`config.mk`:
```
export PLATFORM = sky130hd
export DESIGN_NAME = alu_result_fifo
export DESIGN_NICKNAME = d
export VERILOG_FILES = /design/src/rtl/alu_result_fifo.sv
export SDC_FILE = /design/constraint.sdc
export NUM_CORES = 1
export LEC_CHECK = 0
export CORE_MARGIN = 5
export CORE_UTILIZATION = 40
export CTS_CLUSTER_DIAMETER = 60
export DETAILED_ROUTE_END_ITERATION = 10
export GPL_ROUTABILITY_DRIVEN = 0
export PLACE_DENSITY = 0.62
export SYNTH_ARGS = -nofsm -noshare
export SYNTH_HDL_FRONTEND = slang
export SYNTH_SLANG_ARGS = --single-unit
```
`constraint.sdc`:
```
create_clock -name clk -period 2.13 [get_ports clk]
set_input_delay 0.213 -clock clk [delete_from_list [all_inputs] [get_ports clk]]
set_output_delay 0.213 -clock clk [all_outputs]
set_load 0.05 [all_outputs]
```
`src/rtl/alu_result_fifo.sv`:
```
// Result buffer behind the 8-bit ALU: holds {y, op, flags} in a DEPTH-entry FIFO and flags non-one-hot compares.
// Define ALU_RESULT_FIFO_STATS_EN to add saturating push/overflow counters.
module alu_result_fifo #(
  parameter int DEPTH = 4,
  parameter int CW    = 8
) (
  input  logic                     clk,
  input  logic                     rst,
  input  logic                     in_valid,
  output logic                     in_ready,
  input  logic [7:0]               in_y,
  input  logic [1:0]               in_op,
  input  logic                     in_parity,
  input  logic                     in_overflow,
  input  logic                     in_greater,
  input  logic                     in_is_eq,
  input  logic                     in_less,
  output logic                     out_valid,
  input  logic                     out_ready,
  output logic [7:0]               out_y,
  output logic [1:0]               out_op,
  output logic [4:0]               out_flags,
  output logic [$clog2(DEPTH):0]   count,
  output logic                     flag_err
`ifdef ALU_RESULT_FIFO_STATS_EN
  ,
  output logic [CW-1:0]            ovf_cnt,
  output logic [CW-1:0]            push_cnt
`endif
);

  localparam int AW = $clog2(DEPTH);
  localparam logic [AW:0] FULL = (AW+1)'(DEPTH);

  typedef struct packed {
    logic [1:0] op;
    logic [4:0] flags;
    logic [7:0] y;
  } entry_t;

  entry_t            r_mem [DEPTH];
  logic [AW-1:0]     r_wr_ptr;
  logic [AW-1:0]     r_rd_ptr;
  logic [AW:0]       r_count;
  logic              r_flag_err;
  logic              w_push;
  logic              w_pop;
  logic              w_onehot;
  entry_t            w_in;
  entry_t            w_head;

  assign in_ready  = (r_count < FULL);
  assign out_valid = (r_count != '0);
  assign w_push    = in_valid && in_ready;
  assign w_pop     = out_valid && out_ready;
  assign w_onehot  = ({in_greater, in_is_eq, in_less} == 3'b100) ||
                     ({in_greater, in_is_eq, in_less} == 3'b010) ||
                     ({in_greater, in_is_eq, in_less} == 3'b001);

  assign w_in.op    = in_op;
  assign w_in.flags = {in_less, in_is_eq, in_greater, in_overflow, in_parity};
  assign w_in.y     = in_y;

  assign w_head    = r_mem[r_rd_ptr];
  assign out_y     = w_head.y;
  assign out_op    = w_head.op;
  assign out_flags = w_head.flags;
  assign count     = r_count;
  assign flag_err  = r_flag_err;

  // Storage is intentionally left unreset; occupancy alone says what is live.
  always_ff @(posedge clk) begin
    if (w_push) r_mem[r_wr_ptr] <= w_in;
  end

  always_ff @(posedge clk or posedge rst) begin
    if (rst) begin
      r_wr_ptr   <= '0;
      r_rd_ptr   <= '0;
      r_count    <= '0;
      r_flag_err <= 1'b0;
    end else begin
      if (w_push) r_wr_ptr <= r_wr_ptr + 1'b1;
      if (w_pop)  r_rd_ptr <= r_rd_ptr + 1'b1;
      if (w_push && !w_pop)      r_count <= r_count + 1'b1;
      else if (w_pop && !w_push) r_count <= r_count - 1'b1;
      if (w_push && !w_onehot) r_flag_err <= 1'b1;
    end
  end

`ifdef ALU_RESULT_FIFO_STATS_EN
  logic [CW-1:0] r_ovf_cnt;
  logic [CW-1:0] r_push_cnt;

  assign ovf_cnt  = r_ovf_cnt;
  assign push_cnt = r_push_cnt;

  always_ff @(posedge clk or posedge rst) begin
    if (rst) begin
      r_ovf_cnt  <= '0;
      r_push_cnt <= '0;
    end else begin
      if (w_push && r_push_cnt != '1)               r_push_cnt <= r_push_cnt + 1'b1;
      if (w_push && in_overflow && r_ovf_cnt != '1) r_ovf_cnt  <= r_ovf_cnt + 1'b1;
    end
  end
`endif

endmodule

```
Yosys cells after proc, flatten, opt, wreduce, memory -nomap -nowiden
Memory sizes are Yosys's and may differ from the RTL's. Cells that the tools add are included. W data, S select, Z words.

Equal/unequal tests: 3. Reductions and logical operators: 12. Add/subtract/negate cells: 4. Muxes and demuxes: 4. $lt $le $gt $ge: 1.

Operators by type and width (count): $mux W3 (2); $logic_and A1 B1 Y1 (5); $add A2 B1 Y2 const B (2); $add A3 B1 Y3 const B (1); $eq A3 B1 Y1 const B (1); $eq A3 B2 Y1 const B (1); $eq A3 B3 Y1 const B (1); $logic_not A1 Y1 (3); $lt A3 B3 Y1 const B (1); $reduce_bool A3 Y1 (1); $sub A3 B1 Y3 const B (1); $logic_or A1 B1 Y1 (2); $mux W1 (2); $reduce_bool A2 Y1 (1).

Logic and storage cells: 29. Flip-flop bits (word level): 8. Input bits: 19. Bits in writable memories: 60. Output and inout port bits: 21. Memories kept: 1.

Memories: r_mem (words 4, bits a word 15, read ports 1, clocked after memory_dff 0, write ports 1, RTL line 41) `entry_t r_mem [DEPTH];`.

Longest topological paths before layout
Gate-level depths: netlist of run 1.

Word-level depth: 6. Depth in mapped cells: 8.

Least setup slack after synthesis of run 1
Ideal clock, no wire load.

Path kind: register to register. Start: reg r_count[0], in the netlist count[0]. End: reg r_count[2], in the netlist count[2]. Stages on the path, launching flop included: 9. Path slack: -0.384 ns. Required time: 1.991 ns. Period minus slack after synthesis: 2.514 ns. Setup time: 0.139 ns. Arrival time: 2.374 ns. Cell sequence: dfrtp_1 > or3_1 > nand2_1 > ha_1 > inv_1 > fa_1 > xor2_1 > nor2_1 > xnor2_1.

Cells in the longest elaborated chain, start to end: 5.

Ends and longest elaborated chain: start: declaration (RTL line 44) `logic [AW:0] r_count;`; start signal: assignment (RTL line 85) `if (w_push && !w_pop) r_count <= r_count + 1'b1;`; start signal: assignment (RTL line 86) `else if (w_pop && !w_push) r_count <= r_count - 1'b1;`; $reduce_bool A3 Y1 * (RTL line 53) `assign out_valid = (r_count != '0);`; via out_valid (RTL line 18) `output logic out_valid,`; $logic_and A1 B1 Y1 * (RTL line 55) `assign w_pop = out_valid && out_ready;`; $logic_not A1 Y1 (RTL line 85); $logic_and A1 B1 Y1 (RTL line 85); $mux W3 / $reduce_bool A2 Y1 (equally long branches).

The timed path passes the listed nets; every way through them passes the cells marked *. The select of a mux whose other input is x is not followed. A chain may end at the register's enable or synchronous reset.

Worst setup path after layout of run 1
Start: reg r_rd_ptr[0]. End: out out_y[5].

Cells in the longest elaborated chain, start to end: 1.

Ends and longest elaborated chain: start: declaration (RTL line 43) `logic [AW-1:0] r_rd_ptr;`; start signal: assignment (RTL line 84) `if (w_pop) r_rd_ptr <= r_rd_ptr + 1'b1;`; $mem_v2 Z4 W15; end: declaration (RTL line 20) `output logic [7:0] out_y,`.

No other way between the ends.

==> impl_metrics.yaml, run 1 <==
route:
  wire_per_inst_um: 17.6
  postRouteAntennaNets: 0
  drc: 0
  wirelength_mm: 4.48
  first_pass_iters: 4
  vias: 1269
  viasPerCell: 4.98
  first_iter_violations: 49
sta:
  fin_skew_ns: 0.00932
  report.final.setup_viol: 0
  worst_pin_slew_ns: 0.511
  rsz0062_at_grt: "false"
  finalSetupTns_ns: 0
  clock.fmax_mhz: 512
  max_slew_margin_pct: 65.8
  fin_crit_ns: 1.95
  finalHoldViolations: 0
  finalCritPeriodShare_pct: 91.6
  slew_violations: 0
place:
  dp_hpwl_mm: 2.99
  io_buffer_count: 39
yosys:
  netlist_area_mm2: 0.00266
  syn_inst: 121
  yosys_warnings: 0
  ys_ff_latch: 68
  yosys.area.top_type_share_pct: 67.7
  synth_area_per_cell_um2: 22.0
  synth_cell_types: 22
  ys_seq_area_share_pct: 75.2
  yosys.area.top_type: "edfxtp_1"
  ys_top_cells_by_area: "edfxtp_1 68%, dfrtp_1 7.5%, mux4_1 6.9%"
  synth_nets: 146
critical_path:
  timing.rr.end: "count[2]$_DFFE_PP0P_"
  setup.worst_path.start_class: "flop"
  worstSetupPathType: "reg2out"
  crit_path_end_kind: "output port"
  path_max_fanout: 15
  worstPathRequired_ns: 1.92
  reg2reg_depth: 8
  path_cells: "buf_12 -> mux4_1 -> buf_4"
  slowest_delay_ns: 0.58
  arrival_ns: 1.74
  critical-path-slowest-cell: "mux4_1"
  r2r_slack_ns: 0.20
  r2r_start: "count[2]$_DFFE_PP0P_"
flow_run:
  max_cap_viol_count: 0
die:
  core-area_mm2: 0.00642
  rows: 29
  die_x_um: 91.6
  die_y_um: 91.6
  start_util_pct: 41.4
  fp.dieArea_mm2: 0.00838
  ioPinCount: 40
final_layout:
  fillerInstances: 511
  antenna_cells: 0
  fin_nets: 198
  drive_above_1_share_pct: 28.1
  area_delta_synth_final_pct: 26.7
clock_tree:
  cts_sinks: 68
  htreeDepth: 3
  cts_tree: "done"
  clk_pin_slew_worst_paths_ns: 0.07
  cts_buffers: 9
  clockBufferDepth: 2
  hold_buffers: 0
  clockRootBuffer: "clkbuf_8"
  postCtsSetupRepairBufs: 0
  insertion_delay_ns: 0.33
global_routing:
  grt_pass1_wl_mm: 7.47
  grt_max_degree: 16
  grt_pass1_vias: 1465
  grtUsageTotal_pct: 12.1
  grt.overflow.total: 0
  antenna_found_initial: 0
hold_path:
  hp-class: "in2async"
power_and_ir_drop:
  fin_total_pwr_mw: 4.84
  ir_drop_v: 0.000946
  powerDensity_mw_per_mm2: 1440
  leakage_nw: 1.18
status:
  status: "finished, final reports clean"
==> per-stage QoR <==
stage / setup slack (ns) / cells / hold slack [ns] / instance area (µm²) / util (%)
2_1_floorplan: 0.0392 / 121 / 0.0285 / 2690 / -
3_5_place_dp: 0.145 / 239 / 0.447 / 3210 / 50.0
3_3_place_gp: 0.207 / 239 / 0.450 / 3210 / 50.0
4_1_cts: 0.140 / 255 / 0.138 / 3370 / 52.5
6_report: 0.178 / 255 / 0.141 / 3370 / 52.5
5_1_grt: 0.0851 / 255 / 0.145 / 3370 / 52.5
==> worst max-delay path by stage <==
stage | start | endpoint | slack (ns)
2_1_floorplan | count[2]$_DFFE_PP0P_ | count[2]$_DFFE_PP0P_ | 0.04
3_3_place_gp | in_valid | count[2]$_DFFE_PP0P_ | 0.21
3_5_place_dp | in_valid | count[2]$_DFFE_PP0P_ | 0.15
4_1_cts | r_rd_ptr[0]$_DFFE_PP0P_ | out_y[5] | 0.14
5_1_grt | count[2]$_DFFE_PP0P_ | count[2]$_DFFE_PP0P_ | 0.09
6_report | r_rd_ptr[0]$_DFFE_PP0P_ | out_y[5] | 0.18
==> registers in the layout, indices dropped and copies added (netlist names) <==
name      cells
r_rd_ptr      2
r_wr_ptr      2
count         3
flag_err      1
r_mem        60
==> power by group <==
group	leakage (nW)	internal [mW]	switching [mW]
registers	0.633	1.70	0.108
clock network	0.0784	0.415	0.434
logic	0.466	0.849	1.33
total	1.18	2.96	1.87
==> routing by layer <==
metal / routed length, µm / vias up / global-route usage, %
met4: 54 / 0 / 4.52
met2: 2430 / 30 / 21.2
met5: 0 / - / 0
met1: 1730 / 644 / 12.7
li1: - / 589 / -
met3: 265 / 6 / 5.21
==> layout make-up <==
type	instances	area, µm²	area share (%)
Inverter	5	18.8	0.557
Clock buffer	11	131	3.90
Tap cell	77	96.3	2.86
Sequential cell	68	2010	59.5
Timing Repair Buffer	46	467	13.8
Clock inverter	5	28.8	0.854
Multi-Input combinational cell	43	623	18.5
==> cell usage after synthesis, drive strengths merged <==
library cell and instances:
nor2b 1, mux2 1, xor2 2, nand2 2, or3 1, buf 4, edfxtp 60, xnor2 5
dfrtp 8, clkbuf 1, nor2 1, mux4 15, and2 4, a21o 1, ha 5, fa 1
inv 5, o21ai 3, nand3 1
==> cells by family after synthesis <==
family,count (synthesis),synth area share [%]
AOI/OAI and AO/OA,4,0.846
and+or+nand+nor,10,2.02
adders and majority gates,6,3.10
xor gates and xnor gates,7,2.30
buffers and inverters,10,2.40
DFF,68,75.2
muxes,16,14.1
==> repair_timing <==
action | CTS | global route
resized for setup | 1 | 0
endpoints found under the setup margin | 1 | 0
endpoints found under the hold margin | 0 | 0
==> worst max-delay path, delay by kind of cell, from the launching register on <==
| kind | cells | cell delay, ns |
|---|---|---|
| muxes | 1 | 0.58 |
| DFF | 1 | 0.42 |
| buffers and inverters | 2 | 0.41 |
==> placed cells by master (no fill, tap or decap), types with 2 or more instances in the layout <==
cell type	n
edfxtp_1	60
clkdlybuf4s50_1	23
buf_4	17
clkbuf_8	9
mux4_2	8
mux4_1	7
inv_1	5
xnor2_1	5
dfrtp_1	5
buf_12	5
and2_1	4
ha_1	4
o21ai_0	3
dfrtp_2	3
xor2_1	2
clkbuf_1	2
clkinv_1	2
Power figures use the tool's default switching activity.
==> run 2, diff against run 1 <==
--- a/config.mk
+++ b/config.mk
@@ -8,6 +8,7 @@
 export CORE_MARGIN = 5
 export CORE_UTILIZATION = 40
 export CTS_CLUSTER_DIAMETER = 60
+export CTS_CLUSTER_SIZE = 10
 export DETAILED_ROUTE_END_ITERATION = 10
 export GPL_ROUTABILITY_DRIVEN = 0
 export PLACE_DENSITY = 0.62
==> results of run 2 <==
Same layout as run 1: the final DEF is identical, and so are final timing and power.
==> RTL change, RTL diff (flow settings as in run 1) <==
Build with the macro `ALU_RESULT_FIFO_STATS_EN` defined.
--- a/src/rtl/alu_result_fifo.sv
+++ b/src/rtl/alu_result_fifo.sv
@@ -1,5 +1,7 @@
 // Result buffer behind the 8-bit ALU: holds {y, op, flags} in a DEPTH-entry FIFO and flags non-one-hot compares.
 // Define ALU_RESULT_FIFO_STATS_EN to add saturating push/overflow counters.
+`define ALU_RESULT_FIFO_STATS_EN
+
 module alu_result_fifo #(
   parameter int DEPTH = 4,
   parameter int CW    = 8
Check against the original RTL (old outputs only; new: ovf_cnt and push_cnt): equivalent (Yosys induction, for registers that start in step).
==> RTL change against run 1 <==
Critical endpoint is now count[2]. Routed wire length up 38%. Setup slack better by 22 ps. Clock skew about the same. Highest routed layer unchanged. Final area up 30%. Sequential cell count up 16. Non-clock buffer count up 18. Critical path depth up 5. Global-route usage up 0.70 points. Fmax up 1.1%. Area after synthesis up 29%. Total power up 35%. Largest cell class unchanged. Clock power up 32%. Die area up 26%.
==> RTL change: results (changes against run 1) <==
path_clk_slew_ps: 90  # +20 ps
synth-compound-area-share_pct: 1.97  # +1.1 points
slew_headroom_pct: 63.6  # -2.2 points
pg_seq_uw: 2360  # +30%
regArea_mm2: 0.00241  # +20%
place_hpwl_um: 4090  # +37%
drt-met1-wl_um: 2850  # +64%
synth.top_cells.by_count: "edfxtp_1, dfrtp_1, mux4_2, nand2_1, xnor2_1"
slowest_delay_ps: 440  # -140 ps
use_met1_pct: 17.2  # +4.4 points
grtUsageMet3_pct: 3.32  # -1.9 points
clk_latency_ps: 350  # +20 ps
synthXorXnorAreaFrac_pct: 3.31  # +1.0 points
grt_usage_pct: 12.7  # +0.70 points
fin_cells: 373  # +46%
power_frac_clock_pct: 17.2  # -0.3 points
ir_drop_uv: 985  # +4.2%
layout-drive-gt1-share_pct: 27.2  # -0.85 points
first_iter_violations: 61  # +24%
fillers: 674  # +32%
skew_ps: 9.55  # +0.225 ps
path_delay_family: "simple AND/OR/NAND/NOR gates"
switchingPower_uw: 2710  # +45%
final_nets: 290  # +46%
status: "complete, no violations"
grt_start_max_net_pins: 25  # +9
cp_max_fo: 4  # -11
placedCellCount: 357  # +49%
viasPerCell: 4.96  # -0.34%
dpl_cell_area_mm2: 0.00419  # +30%
synthMuxAreaShare_pct: 12.2  # -1.9 points
slowest_stage: "dfrtp_2"
wl_per_cell_um: 16.5  # -6.0%
dr_wl_met3_um: 401  # +51%
power.density_mw_per_mm2: 1490  # +3.5%
synth-adder-area-share_pct: 3.13  # +0.028 points
ys_seq_area_share_pct: 69.9  # -5.3 points
first_global_vias: 1978  # +35%
grtUsageMet2_pct: 19.5  # -1.7 points
[RTL change: cell types whose count changed after synthesis, sizes merged, moves of 3 or more]
cell,run 1,this run
dfrtp,8,24
mux2,1,7
xor2,2,5
and4,0,6
xnor2,5,8
nor2,1,4
a21oi,0,3
nand2,2,11
nand3,1,7
[RTL change: layout make-up]
class / count / area share (%)
Sequential cell: 84 / 54.8
Multi-Input combinational cell: 98 / 22.8
Timing Repair Buffer: 64 / 14.3
Tap cell: 105 / 2.99
Clock buffer: 9 / 2.82
Clock inverter: 7 / 1.71
Inverter: 6 / 0.513
[RTL change: how the worst max path moves through the flow]
stage,start,end,slack (ps),cells after the start
6_report,count[2],count[2],200,8
5_1_grt,r_rd_ptr[0],out_flags[4],120,3
3_3_place_gp,in_valid,push_cnt[7],240,6
3_5_place_dp,count[2],count[2],200,8
4_1_cts,r_rd_ptr[0],out_flags[4],170,3
2_1_floorplan,count[2],count[2],40,8
